File: src/rtl/operand_row_buffer.sv
// operand_row_buffer: packs a row-major element stream into a ROWS x COLS tile, then serves it one row per handshake.
// Defining OPERAND_BUF_PAD_EN lets in_last end a tile early; elements past the received count are served as zero.
// state | meaning
// FILL  | accepting host elements into storage
// SERVE | presenting stored rows to the controller
module operand_row_buffer #(
  parameter int DATA_W = 8,
  parameter int COLS   = 8,
  parameter int ROWS   = 8
) (
  input  logic                    clk,
  input  logic                    rst_n,
  input  logic                    in_valid,
  output logic                    in_ready,
  input  logic [DATA_W-1:0]       in_data,
  input  logic                    in_last,
  output logic                    out_valid,
  input  logic                    out_ready,
  output logic [COLS*DATA_W-1:0]  out_data,
  output logic [$clog2(ROWS)-1:0] out_row,
  output logic                    out_last
);
  localparam int ROW_W = $clog2(ROWS);
  localparam int COL_W = (COLS > 1) ? $clog2(COLS) : 1;

  typedef enum logic {FILL, SERVE} state_t;
  state_t state, state_nxt;

  logic [DATA_W-1:0] mem [ROWS][COLS];
  logic [COL_W-1:0]  wr_col;
  logic [ROW_W-1:0]  wr_row;
  logic [ROW_W-1:0]  rd_row;
  logic              in_xfer, out_hs, tile_end;
  logic              last_col, last_wr_row, last_rd_row;

  assign last_col    = (wr_col == COL_W'(COLS - 1));
  assign last_wr_row = (wr_row == ROW_W'(ROWS - 1));
  assign last_rd_row = (rd_row == ROW_W'(ROWS - 1));

  // Decoded from state directly so the handshakes do not loop through the FSM outputs.
  assign in_xfer = in_valid && (state == FILL);
  assign out_hs  = out_ready && (state == SERVE);

`ifdef OPERAND_BUF_PAD_EN
  localparam int CNT_W = $clog2(ROWS * COLS + 1);
  logic [CNT_W-1:0] cnt;

  assign tile_end = in_xfer && ((last_col && last_wr_row) || in_last);

  always_ff @(posedge clk or negedge rst_n) begin
    if (!rst_n) begin
      cnt <= '0;
    end else if (in_xfer) begin
      cnt <= cnt + CNT_W'(1);
    end else if (out_hs && last_rd_row) begin
      cnt <= '0;
    end
  end
`else
  logic unused_in_last;
  assign unused_in_last = in_last;
  assign tile_end = in_xfer && last_col && last_wr_row;
`endif

  always_ff @(posedge clk or negedge rst_n) begin
    if (!rst_n) begin
      state <= FILL;
    end else begin
      state <= state_nxt;
    end
  end

  always_comb begin
    state_nxt = state;
    in_ready  = 1'b0;
    out_valid = 1'b0;
    case (state)
      FILL: begin
        in_ready = 1'b1;
        if (tile_end) state_nxt = SERVE;
      end
      SERVE: begin
        out_valid = 1'b1;
        if (out_hs && last_rd_row) state_nxt = FILL;
      end
      default: state_nxt = FILL;
    endcase
  end

  always_ff @(posedge clk or negedge rst_n) begin
    if (!rst_n) begin
      wr_col <= '0;
      wr_row <= '0;
      rd_row <= '0;
    end else begin
      if (tile_end) begin
        wr_col <= '0;
        wr_row <= '0;
      end else if (in_xfer) begin
        if (last_col) begin
          wr_col <= '0;
          wr_row <= wr_row + ROW_W'(1);
        end else begin
          wr_col <= wr_col + COL_W'(1);
        end
      end
      if (out_hs) rd_row <= last_rd_row ? '0 : rd_row + ROW_W'(1);
    end
  end

  always_ff @(posedge clk or negedge rst_n) begin
    if (!rst_n) begin
      for (int r = 0; r < ROWS; r++) begin
        for (int c = 0; c < COLS; c++) begin
          mem[r][c] <= '0;
        end
      end
    end else if (in_xfer) begin
      mem[wr_row][wr_col] <= in_data;
    end
  end

  always_comb begin
    out_data = '0;
    if (state == SERVE) begin
      for (int c = 0; c < COLS; c++) begin
`ifdef OPERAND_BUF_PAD_EN
        if (int'(rd_row) * COLS + c < int'(cnt))
`endif
          out_data[c*DATA_W +: DATA_W] = mem[rd_row][c];
      end
    end
  end

  assign out_row  = rd_row;
  assign out_last = out_valid && last_rd_row;

endmodule
File: config.mk
export PLATFORM = sky130hd
export DESIGN_NAME = operand_row_buffer
export DESIGN_NICKNAME = d
export VERILOG_FILES = /design/src/rtl/operand_row_buffer.sv
export SDC_FILE = /design/constraint.sdc
export NUM_CORES = 1
export LEC_CHECK = 0
export CORE_MARGIN = 1.5
export CORE_UTILIZATION = 45
export DETAILED_ROUTE_END_ITERATION = 10
export GPL_TIMING_DRIVEN = 0
export SKIP_LAST_GASP = 1
export SYNTH_ARGS = -nofsm -noshare
export SYNTH_HDL_FRONTEND = slang
export SYNTH_SLANG_ARGS = --single-unit
File: constraint.sdc
create_clock -name clk -period 5.5 [get_ports clk]
set_input_delay 0.55 -clock clk [delete_from_list [all_inputs] [get_ports clk]]
set_output_delay 0.55 -clock clk [all_outputs]
set_load 0.01 [all_outputs]
======== Word-level counts from Yosys, hierarchy flattened ========
Index checks and enable logic that the tools add are counted.
cells by class
  $add $sub $neg .......................... 3
  order comparisons ....................... 5
  equality and inequality tests ........... 3
  mux-type cells .......................... 21
  bitwise gates (word level) .............. 4
  reductions and logical operators ........ 11
operators by type and width
  kind                                                                   number
  512-bit bitwise mux                                                    1
  64-bit 2-to-1 mux                                                      4
  64-bit binary-select mux with 3-bit select                             1
  64-bit demux with 3-bit select                                         1
  8-bit demux with 3-bit select                                          1
  3-bit 2-to-1 mux                                                       7
  4-bit >= comparator (second input constant)                            3
  3-bit inverter with 4-bit output                                       3
  3-bit by 1-bit adder with 3-bit output (second input constant)         3
  3-bit == test (second input constant)                                  3
  1-bit logical AND                                                      8
  4-bit by 1-bit < comparator with 1-bit output (second input constant)  2
  8-bit 2-to-1 mux                                                       1
  1-bit 2-to-1 mux                                                       4
  2-bit nonzero test                                                     2
  1-bit case mux with 2 select lines                                     1
  2-bit AND reduction                                                    1
  1-bit inverter                                                         1
storage, ports and cells
  flip-flop bits (word level) ............. 522
  bits of input ports ..................... 13
  output and inout bits ................... 70
  word-level logic and storage cells ...... 115

======== Logic depth before layout (Yosys ltp) ========
Gate-level depths: netlist of run 1.
  depth in word-level cells ............... 8
  gate-level depth with buffers ........... 6
  depth with buffers taken out ............ 5

======== Worst setup path before layout of run 1 ========
Ideal clock, no wire load.
  kind .................................... register -> output
  start ................................... reg rd_row[1], in the netlist out_row[1]
  end ..................................... out out_data[54]
  arrival ................................. 1.775 ns
  required time ........................... 4.950 ns
  path slack .............................. 3.175 ns
  stages on the path, launching flop included .. 6
  buffers on the path ..................... 2
  cells stage by stage .................... dfrtp_1 > buf_2 > buf_2 > mux4_2 > mux2i_1 > nor2_1
between the ends
  cells in the longest elaborated chain, start to end .. 5
ends and longest elaborated chain
  what                                                    line  text
  start: declaration                                      32    logic [ROW_W-1:0] rd_row;
  start signal: assignment                                107   if (out_hs) rd_row <= last_rd_row ? '0 : rd_row + ROW_W'(1);
  3-bit inverter with 4-bit output (implied by the code)  130   out_data[c*DATA_W +: DATA_W] = mem[rd_row][c];
  64-bit binary-select mux with 3-bit select              130
  64-bit 2-to-1 mux (2 in a row)                          --
  64-bit 2-to-1 mux                                       125   if (state == SERVE) begin
  end: declaration                                        19    output logic [COLS*DATA_W-1:0] out_data,
Every way passes these cells. The select of a mux whose other input is x is not followed.

======== Worst setup path after layout of run 1 ========
  start ................................... reg rd_row[0], in the netlist out_row[0]
  end ..................................... out out_data[58]
The elaborated chain is that of the path after synthesis.

==> reports/results.tsv, run 1 <==
stage	metric	value	unit
status	status	complete, no violations	
setup_path	critical_path_required	4.95	ns
placement	place_inst	2313	
setup_path	r2r_start	out_row[0]$_DFFE_PN0P_	
die	die_width	237	um
power	switchingPower	0.00341	W
routing	antenna_left	0	
yosys	synth.area.top_cells	dfrtp_1 (53%), mux4_2 (12%), mux2_1 (11%), mux2_2 (8.4%), mux2_4 (5.4%)	
grt	grt.total_usage	0.253	
yosys	async_flop_share	1.00	
yosys	syn_area	24600	um2
sta	timing.fmax	214	MHz
power	seq_power_share	0.440	
yosys	yosysWarnings	0	
routing	vias_per_cell	5.75	
min_path	worst_hold_path_type	primary input to async pin	
cts	insertion_delay	0.63	ns
setup_path	worstPathArrival	4.12	ns
cts	cts_made_buffers	57	
cts	ctsRootBufferMaster	clkbuf_16	
power	combPwrFrac	0.238	
routing	drt_pass1_iterations	5	
power	internal-power	0.00853	W
yosys	synth_ff_type	dfrtp_1	
cells_and_area	ff_latch_area	13100	um2
setup_path	critPathMaxFanout	10	
grt	grt_overflow	0	
setup_path	worstSetupPathType	register to primary output	
cells_and_area	area_growth	14.8	%
sta	final.setup.tns	0	ns
cells_and_area	final_common_cell	dfrtp_1	
power	p_sw_frac	0.285	
cells_and_area	fillers	4473	
power	clockPowerShare	0.322	
yosys	synth.avg_cell_area	16.0	um2
cells_and_area	multi_input_area	11000	um2
sta	post-route-min-period	4.67	ns
die	coreArea	53900	um2
placement	numPortBuffers	73	
cts	cts.clk_slew.worst_paths	0.06	ns
yosys	yosys.area.top_type	dfrtp_1	
routing	wl_per_cell	28.5	um
setup_path	worstSetupEndpoint	out_data[58]	
cts	cts_tree	built	
cts	cts.sinks	522	
sta	slew_violations	0	
yosys	synth.ff_latch_count	522	
sta	finalHoldViolCount	0	
yosys	syn_inst	1539	
cts	cts-htree-levels	2	
yosys	synth-edff-count	0	
power	ir_drop	0.295	mV
die	dieArea	56100	um2
setup_path	cp-end-kind	primary output	
setup_path	crit_slowest_cell	clkbuf_1	
yosys	synth_seq_area_share	0.530	
sta	holdWs	0.441	ns
yosys	synth_top_area_share	0.530	
cells_and_area	fin_util	0.525	
cts	cts_buffer_depth	3	
run	drv_cap	0	
setup_path	r2r_end	out_row[0]$_DFFE_PN0P_	
setup_path	max_stage_delay	0.87	ns
sta	rsz0062_at_grt	no	
sta	tightestPinTransition	1.35	ns
setup_path	ff2ff_setup_slack	2.82	ns
routing	drcViolationCount	0	
sta	setup_viol	0	
setup_path	r2r_cells	4	
die	num_io_pins	83	
setup_path	critPathLaunch	out_row[0]$_DFFE_PN0P_	
routing	drt_iter0_markers	985	
grt	antenna_found_initial	3	
setup_path	crit_top_cell	clkbuf_1	
routing	num_vias	13934	
setup_path	crit_chain	clkbuf_1 > clkbuf_1 > buf_1 > mux2i_1 > nor2_1 > clkdlybuf4s50_1	
cells_and_area	drive_above_1_share	0.334	
power	pwr_density_cell	422	nW/um2
routing	routed_wl	69000	um
sta	timing.final.crit_share	0.848	
cells_and_area	final_cells	2425	
cells_and_area	nNetsFinal	1696	
yosys	synth_cell_type_count	36	
grt	first_global_vias	14927	
placement	dp_hpwl	44900	um
die	die_y	237	um
sta	slew-limit-headroom	0.0990	
cts	cts_setup_buffers	0	
sta	finalClockSkew	0.0282	ns
die	initial_core_util	0.457	
power	leakage	12.9	nW
cells_and_area	final_cell_mix	dfrtp_1 (522), mux2_1 (244), mux2_2 (183), mux4_2 (128), clkbuf_1 (91)	
grt	grt_start_max_net_pins	126	
yosys	syn-num-nets	1558	
placement	place.gp.congestion	0.795	
die	rows	85	
grt	grt_pass1_wl	102000	um
setup_path	cp-start-kind	register	
## registers in the layout (all words and copies together) (netlist names)
register	count
mem	512
out_row	3
state	1
wr_col	3
wr_row	3
## metal layers
metal,GRT usage,up-vias,routed length [um]
met5,0,-,0
met4,0.0824,0,1940
met3,0.0318,101,2620
met2,0.411,310,33400
met1,0.355,7527,31100
li1,-,5996,-
## worst min-delay path by stage
stage	startpoint	cells past startpoint	to	slack, ns
floorplan	rst_n	0	mem[0]$_DFFE_PN0P_	0.25
global placement	mem[341]$_DFFE_PN0P_	1	mem[341]$_DFFE_PN0P_	0.46
detailed placement	mem[229]$_DFFE_PN0P_	1	mem[229]$_DFFE_PN0P_	0.47
CTS	rst_n	2	mem[268]$_DFFE_PN0P_	0.43
global route	rst_n	2	mem[268]$_DFFE_PN0P_	0.46
finish	rst_n	2	mem[268]$_DFFE_PN0P_	0.44
## cell type report
cell class	instances	share of cell area
multi-input cells	890	0.389
diodes	3	0.000265
inverters	2	0.000265
flip-flops and latches	522	0.462
clock buffers	89	0.0607
plain buffers	125	0.0193
repair buffers	79	0.0312
well taps	696	0.0308
clock inverters	19	0.00619
## synthesized netlist by cell type, drive strengths merged, types with 2 or more instances
cell type    n
nor3b        4
and3b        4
o21ai        4
nor3        35
nor2        66
dfrtp      522
ha           6
nor2b        3
mux2i       64
or3b         4
mux2       515
nand3       34
a21o         2
inv          2
nand3b       5
mux4       128
nand2b       5
clkbuf      76
nand2        6
buf         49
## kinds of logic (layout without fill, tap and decap cells)
kind of cell | count (synthesis) | after routing | synth area share
buffers and inverters | 127 | 314 | 0.0225
multiplexers | 707 | 707 | 0.392
AND/OR/NAND/NOR | 169 | 169 | 0.0503
other | 0 | 3 | 0
adder cells (fa/ha/maj) | 6 | 6 | 0.00305
AO/OA/AOI/OAI | 8 | 8 | 0.00188
flip-flops | 522 | 522 | 0.530
## repair_timing
item,CTS,global route
endpoints found under the hold margin,49,0
hold buffers,1,0
resized for setup,0,0
setup endpoints to repair,0,0
## worst max-delay path, delay by kind of cell (launching register included)
kind | cells | cell delay (ns)
flip-flops | 1 | 0.41
AND/OR/NAND/NOR | 1 | 0.30
buffers and inverters | 4 | 2.61
multiplexers | 1 | 0.17
## through the flow
stage / cell area [um2] / worst slack, ns / total power (W)
2_1_floorplan: 24600 / 3.18 / 0.00732
4_1_cts: 28300 / 0.877 / 0.0120
5_1_grt: 28300 / 0.773 / 0.0125
6_report: 28300 / 0.835 / 0.0119
3_3_place_gp: 26200 / -19.33 / 0.00807
3_5_place_dp: 26400 / 1.54 / 0.00817
## power groups by stage
| stage | combinational, W | sequential, W | clock (W) |
|---|---|---|---|
| 3_3_place_gp | 0.00278 | 0.00529 | 0 |
| 3_5_place_dp | 0.00287 | 0.00530 | 0 |
| 4_1_cts | 0.00287 | 0.00524 | 0.00391 |
| 2_1_floorplan | 0.00220 | 0.00512 | 0 |
| 5_1_grt | 0.00305 | 0.00536 | 0.00407 |
| 6_report | 0.00284 | 0.00525 | 0.00384 |
(Power assumes the default switching activity.)
==> run 2: changes to the inputs <==
==> constraint.sdc (replaced) <==
create_clock -name clk -period 3.9 [get_ports clk]
set_input_delay 0.39 -clock clk [delete_from_list [all_inputs] [get_ports clk]]
set_output_delay 0.39 -clock clk [all_outputs]
set_load 0.01 [all_outputs]
==> run 2 against run 1 <==
Core utilization rose by 0.10 points. Largest power group unchanged. Combinational power grew 41%. Die area stayed put. Highest routed layer unchanged.
==> reports/results.tsv, run 2 (synthesis gave the netlist of run 1 again) <==
stage	metric	value	unit	change
setup_path	worstSetupPathType	register to primary output		
setup_path	crit_slowest_cell	buf_1		
grt	grt_pass1_wl	102000	um	about the same
cts	cts-htree-levels	2		unchanged
cells_and_area	regMostFlops	mem		
placement	place.gp.congestion	0.795		unchanged
sta	tightestPinTransition	1.34	ns	-0.0111 ns
placement	numPortBuffers	73		unchanged
routing	routed_wl	68900	um	-0.20%
sta	finalHoldViolCount	0		unchanged
grt	grt_start_max_net_pins	126		unchanged
routing	drt_iter0_markers	928		-5.8%
setup_path	path_buf_inv	3		-1
cells_and_area	final_cell_mix	dfrtp_1 (522), mux2_1 (244), mux2_2 (183), mux4_2 (128), mux2_4 (88)		
routing	num_vias	13947		+0.093%
grt	grt_overflow	0		unchanged
cells_and_area	fillers	4461		-0.27%
routing	wl_met2	33200	um	-0.71%
setup_path	r2r_cells	4		unchanged
cells_and_area	area_growth	15.1	%	
cells_and_area	largest_reg_flops	512		unchanged
setup_path	cp-start-kind	register		
cells_and_area	fin_util	0.526		+0.000998
sta	timing.final.crit_share	0.975		
setup_path	worstPathArrival	3.41	ns	-0.71 ns
die	num_io_pins	83		unchanged
grt	antenna_found_initial	3		unchanged
setup_path	critical_path_required	3.51	ns	-1.44 ns
die	coreArea	53900	um2	unchanged
routing	dr.max_layer_used	met4		
cts	cts.clk_slew.worst_paths	0.06	ns	about the same
setup_path	critical_path_depth	6		unchanged
status	status	complete, no violations		
sta	post-route-min-period	3.80	ns	
placement	dp_hpwl	44900	um	unchanged
setup_path	r2r_start	wr_row[0]$_DFFE_PN0P_		
setup_path	critPathTopFamily	buffers and inverters		
routing	wl_per_cell	28.4	um	-0.12%
cts	cts_buffer_depth	3		unchanged
run	drv_cap	0		unchanged
power	ir_drop	0.418	mV	+42%
setup_path	critPathMaxFanout	10		unchanged
setup_path	ff2ff_setup_slack	1.48	ns	-1.34 ns
cells_and_area	drive_above_1_share	0.344		+0.00947
setup_path	max_stage_delay	0.59	ns	-0.28 ns
power	leakage	13.0	nW	+0.42%
setup_path	worstSetupEndpoint	out_data[22]		
placement	place_inst	2313		unchanged
routing	drt_pass1_iterations	6		+1
min_path	worst_hold_path_type	primary input to async pin		
sta	rsz0062_at_grt	no		
grt	grt.total_usage	0.253		about the same
cells_and_area	nNetsFinal	1695		-0.059%
sta	final.setup.tns	0	ns	unchanged
cts	insertion_delay	0.63	ns	about the same
power	pwr_density_cell	594	nW/um2	+41%
routing	wl_met3	2330	um	-11%
cells_and_area	final_common_cell	dfrtp_1		
die	die_width	237	um	unchanged
cts	cts_tree	built		
routing	wl_met1	31300	um	+0.75%
cts	cts_setup_buffers	0		unchanged
sta	final.setup.worst_slack	0.0957	ns	-0.739 ns
die	initial_core_util	0.457		unchanged
grt	first_global_vias	14946		+0.13%
sta	finalClockSkew	0.0278	ns	-0.000350 ns
cts	cts.sinks	522		unchanged
setup_path	r2r_end	mem[507]$_DFFE_PN0P_		
sta	setup_viol	0		unchanged
setup_path	crit_chain	clkbuf_2 > buf_1 > mux4_2 > mux2i_1 > nor2_1 > clkdlybuf4s50_1		
die	rows	85		unchanged
setup_path	cp-end-kind	primary output		
routing	antenna_left	0		unchanged
cts	cts_made_buffers	57		unchanged
setup_path	critPathLaunch	out_row[2]$_DFFE_PN0P_		
sta	slew_violations	0		unchanged
sta	slew-limit-headroom	0.106		+0.00738
routing	vias_per_cell	5.76		+0.18%
die	die_y	237	um	unchanged
routing	drcViolationCount	0		unchanged
sta	timing.fmax	263	MHz	
placement	dp_slack	0.0973	ns	-1.44 ns
cells_and_area	final_cells	2423		-0.082%
cts	ctsRootBufferMaster	clkbuf_16		
die	dieArea	56100	um2	unchanged
==> run 2: changes by cell type in the layout (fill, tap and decap cells not counted), moves of 3 or more <==
cell      before  now
buf_4          1    9
buf_1         17    9
clkbuf_2       0    8
clkbuf_1      91   82
buf_2         26   21
clkbuf_4       0    3
==> run 2: stage by stage <==
stage	cell area, um2	power (W)	hold WS, ns
2_1_floorplan	24600	0.0103	0.0944
3_3_place_gp	26200	0.0114	0.462
3_5_place_dp	26400	0.0115	0.325
4_1_cts	28300	0.0170	0.271
5_1_grt	28300	0.0176	0.297
6_report	28300	0.0168	0.281
==> run 2: per-layer routing <==
layer	track usage	vias to the layer above
met5	0	-
met4	0.0826	0
met3	0.0322	106
met2	0.412	276
met1	0.355	7572
li1	-	5993
==> run 2: area by class of cell <==
type                            instances  area, um2  area share
Clock buffer                           89       1720      0.0606
Tap cell                              696        871      0.0307
Buffer                                124        603      0.0213
Multi-Input combinational cell        890      11000       0.389
Clock inverter                         19        175     0.00618
Sequential cell                       522      13100       0.461
Timing Repair Buffer                   79        883      0.0312
Inverter                                2       7.51    0.000265
Antenna cell                            2       5.00    0.000177
==> run 2: timing repair <==
item / in CTS / in global routing
cloned: 0 / 0
resized for setup: 24 / 12
pin swaps: 0 / 0
hold endpoints to repair: 49 / 0
hold buffers: 1 / 0
endpoints found under the setup margin: 64 / 17
==> run 2: worst min path at each step <==
stage                           endpoint  slack [ns]  cells after the start
finish              mem[268]$_DFFE_PN0P_        0.28                      2
global route        mem[268]$_DFFE_PN0P_        0.30                      2
CTS                 mem[268]$_DFFE_PN0P_        0.27                      2
detailed placement  mem[268]$_DFFE_PN0P_        0.32                      1
global placement    mem[341]$_DFFE_PN0P_        0.46                      1
floorplan             mem[0]$_DFFE_PN0P_        0.09                      0
==> run 2: report_power, final <==
part	switching, W	leakage, nW	internal (W)
combinational	0.00184	5.03	0.00217
sequential	0.000702	7.00	0.00670
clock	0.00226	0.944	0.00316
==> run 3: changes to the inputs <==
--- a/config.mk
+++ b/config.mk
@@ -9,7 +9,6 @@
 export CORE_UTILIZATION = 45
 export DETAILED_ROUTE_END_ITERATION = 10
 export GPL_TIMING_DRIVEN = 0
-export SKIP_LAST_GASP = 1
 export SYNTH_ARGS = -nofsm -noshare
 export SYNTH_HDL_FRONTEND = slang
 export SYNTH_SLANG_ARGS = --single-unit
==> constraint.sdc (replaced) <==
create_clock -name clk -period 3.2 [get_ports clk]
set_input_delay 0.32 -clock clk [delete_from_list [all_inputs] [get_ports clk]]
set_output_delay 0.32 -clock clk [all_outputs]
set_load 0.01 [all_outputs]
==> run 3 against run 2 <==
Power is 23% higher. Sequential power is 22% higher. Critical path depth stayed put. Hold slack worse by 0.073 ns. Largest power group unchanged. First-iteration DRC count is 3.0% higher. Final cell count is 0.25% higher. Via count is 0.70% higher. Highest routed layer unchanged. Non-clock buffer count is 6 higher. Core utilization is 0.90 points higher. Setup slack worse by 0.035 ns.
==> reports/results.tsv, run 3 (synthesis gave the netlist of run 1 again) <==
stage	metric	value	unit	change
status	status	complete, no violations		
power	clockPowerShare	0.318		-0.004
run	drv_cap	0		unchanged
cts	cts.sinks	522		unchanged
setup_path	critical_path_required	2.88	ns	-0.63 ns
sta	timing.fmax	318	MHz	
setup_path	r2r_end	mem[42]$_DFFE_PN0P_		
routing	drt_iter0_markers	956		+3.0%
cts	cts_tree	built		
routing	routed_wl	69200	um	+0.49%
sta	timing.final.crit_share	0.981		
cells_and_area	largest_reg_flops	512		unchanged
die	die_y	237	um	unchanged
setup_path	cp-end-kind	primary output		
routing	antenna_left	0		unchanged
sta	post-route-min-period	3.14	ns	
die	dieArea	56100	um2	unchanged
power	p_sw_frac	0.287		+0.00161
min_path	worst_hold_path_type	primary input to async pin		
grt	grt_pass1_wl	103000	um	+0.44%
die	num_io_pins	83		unchanged
placement	dp_hpwl	44900	um	unchanged
setup_path	max_stage_delay	0.51	ns	-0.08 ns
setup_path	ff2ff_setup_slack	0.80	ns	-0.68 ns
power	switchingPower	0.00595	W	+24%
cts	cts.clk_slew.worst_paths	0.06	ns	about the same
die	die_width	237	um	unchanged
cells_and_area	regMostFlops	mem		
setup_path	worstSetupPathType	register to primary output		
sta	holdWs	0.208	ns	-0.0732 ns
power	leakage	13.4	nW	+3.3%
setup_path	crit_slowest_cell	mux4_2		
power	combPwrFrac	0.247		+0.009
grt	antenna_found_initial	3		unchanged
sta	slew_violations	0		unchanged
setup_path	critPathMaxFanout	10		unchanged
cells_and_area	drive_above_1_share	0.365		+0.0213
setup_path	r2r_start	wr_row[2]$_DFFE_PN0P_		
setup_path	worstPathArrival	2.82	ns	-0.59 ns
setup_path	r2r_cells	5		+1
routing	num_vias	14044		+0.70%
grt	first_global_vias	14994		+0.32%
power	pwr_density_cell	720	nW/um2	+21%
routing	drcViolationCount	0		unchanged
cts	cts_buffer_depth	3		unchanged
cts	insertion_delay	0.63	ns	about the same
setup_path	cp-start-kind	register		
routing	wl_per_cell	28.5	um	+0.24%
power	power	0.0208	W	+23%
cells_and_area	final_cell_mix	dfrtp_1 (519), mux2_1 (244), mux2_2 (183), mux4_2 (128), mux2_4 (88)		
grt	grt_overflow	0		unchanged
power	internal-power	0.0148	W	+23%
setup_path	crit_chain	clkbuf_16 > buf_12 > mux4_2 > mux2i_1 > nor2_1 > clkdlybuf4s50_1		
cells_and_area	area_growth	17.0	%	
die	initial_core_util	0.457		unchanged
die	coreArea	53900	um2	unchanged
placement	numPortBuffers	73		unchanged
routing	vias_per_cell	5.78		+0.45%
sta	slew-limit-headroom	0.106		-0.000277
cts	cts_made_buffers	57		unchanged
sta	finalClockSkew	0.0277	ns	-0.0000591 ns
sta	tightestPinTransition	1.34	ns	+0.000416 ns
placement	place.gp.congestion	0.795		unchanged
sta	setup_viol	0		unchanged
sta	finalHoldViolCount	0		unchanged
grt	grt_start_max_net_pins	126		unchanged
cts	cts-htree-levels	2		unchanged
cts	ctsRootBufferMaster	clkbuf_16		
sta	rsz0062_at_grt	yes		
die	rows	85		unchanged
cells_and_area	final_common_cell	dfrtp_1		
power	ir_drop	0.497	mV	+19%
cells_and_area	nNetsFinal	1701		+0.35%
routing	drt_pass1_iterations	5		-1
power	seq_power_share	0.435		-0.005
grt	grt.total_usage	0.254		+0.00107
[run 3: changes by cell type in the layout (fill, tap and decap cells not counted), sizes merged]
| cell | change |
|---|---|
| clkdlybuf4s50 | -20 |
| dlymetal6s2s | +13 |
| buf | +11 |
| dlygate4sd2 | +7 |
| clkbuf | -3 |
| clkdlybuf4s15 | -2 |
[run 3: worst max-delay path, delay by kind of cell (launching register included)]
kind | cells | cell delay (ns)
muxes | 2 | 0.76
and+or+nand+nor | 1 | 0.07
buffers and inverters | 3 | 0.90
DFF | 1 | 0.47
[run 3: worst max-delay path by stage]
stage                           start                   end  slack [ns]  cells after the start
2_1_floorplan  out_row[1]$_DFFE_PN0P_          out_data[54]        1.11                      5
3_3_place_gp                    rst_n  mem[302]$_DFFE_PN0P_      -21.40                      1
3_5_place_dp   out_row[2]$_DFFE_PN0P_          out_data[33]       -0.53                      6
4_1_cts        out_row[1]$_DFFE_PN0P_          out_data[22]      -0.005                      6
5_1_grt        out_row[1]$_DFFE_PN0P_          out_data[51]       -0.03                      6
6_report       out_row[1]$_DFFE_PN0P_          out_data[47]        0.06                      6
[run 3: layer usage]
metal / share of wire / up-vias / GRT usage
met3: 0.037 / 101 / 0.0331
met1: 0.45 / 7651 / 0.356
met5: 0 / - / 0
met2: 0.48 / 292 / 0.413
met4: 0.030 / 0 / 0.0818
li1: - / 6000 / -
[run 3: cell type report]
class | instances | area (um2)
antenna | 2 | 5.00
clock inverter | 19 | 175
timing repair buffer | 85 | 982
tap | 696 | 871
inverter | 2 | 7.51
sequential | 522 | 13100
clock buffer | 89 | 1720
buffer | 124 | 820
multi-input combinational | 890 | 11200
fill | 4424 | 25100
[run 3: power by group through the flow]
stage | combinational (W) | clock (W) | sequential (W)
finish | 0.00512 | 0.00660 | 0.00904
global route | 0.00550 | 0.00699 | 0.00922
CTS | 0.00514 | 0.00672 | 0.00901
detailed placement | 0.00493 | 0 | 0.00911
global placement | 0.00478 | 0 | 0.00909
floorplan | 0.00379 | 0 | 0.00880
[run 3: what timing repair did]
action	4_1_cts	5_1_grt
hold endpoints to repair	49	0
cloned	1	0
hold buffers	1	0
buffers inserted	4	1
gates resized for setup	137	25
endpoints found under the setup margin	64	36
[run 3: metrics by stage]
step	setup slack, ns	setup TNS [ns]	instances	area, um2	util
final	0.0603	0	2429	28800	0.535
after global routing	-0.0309	-0.0748	2427	28800	0.534
after CTS	-0.00508	-0.00519	2426	28700	0.533
after detailed placement	-0.533	-19.47	2313	26400	0.489
after global placement	-21.40	-	2308	26200	0.487
after floorplan	1.11	0	1539	24600	-
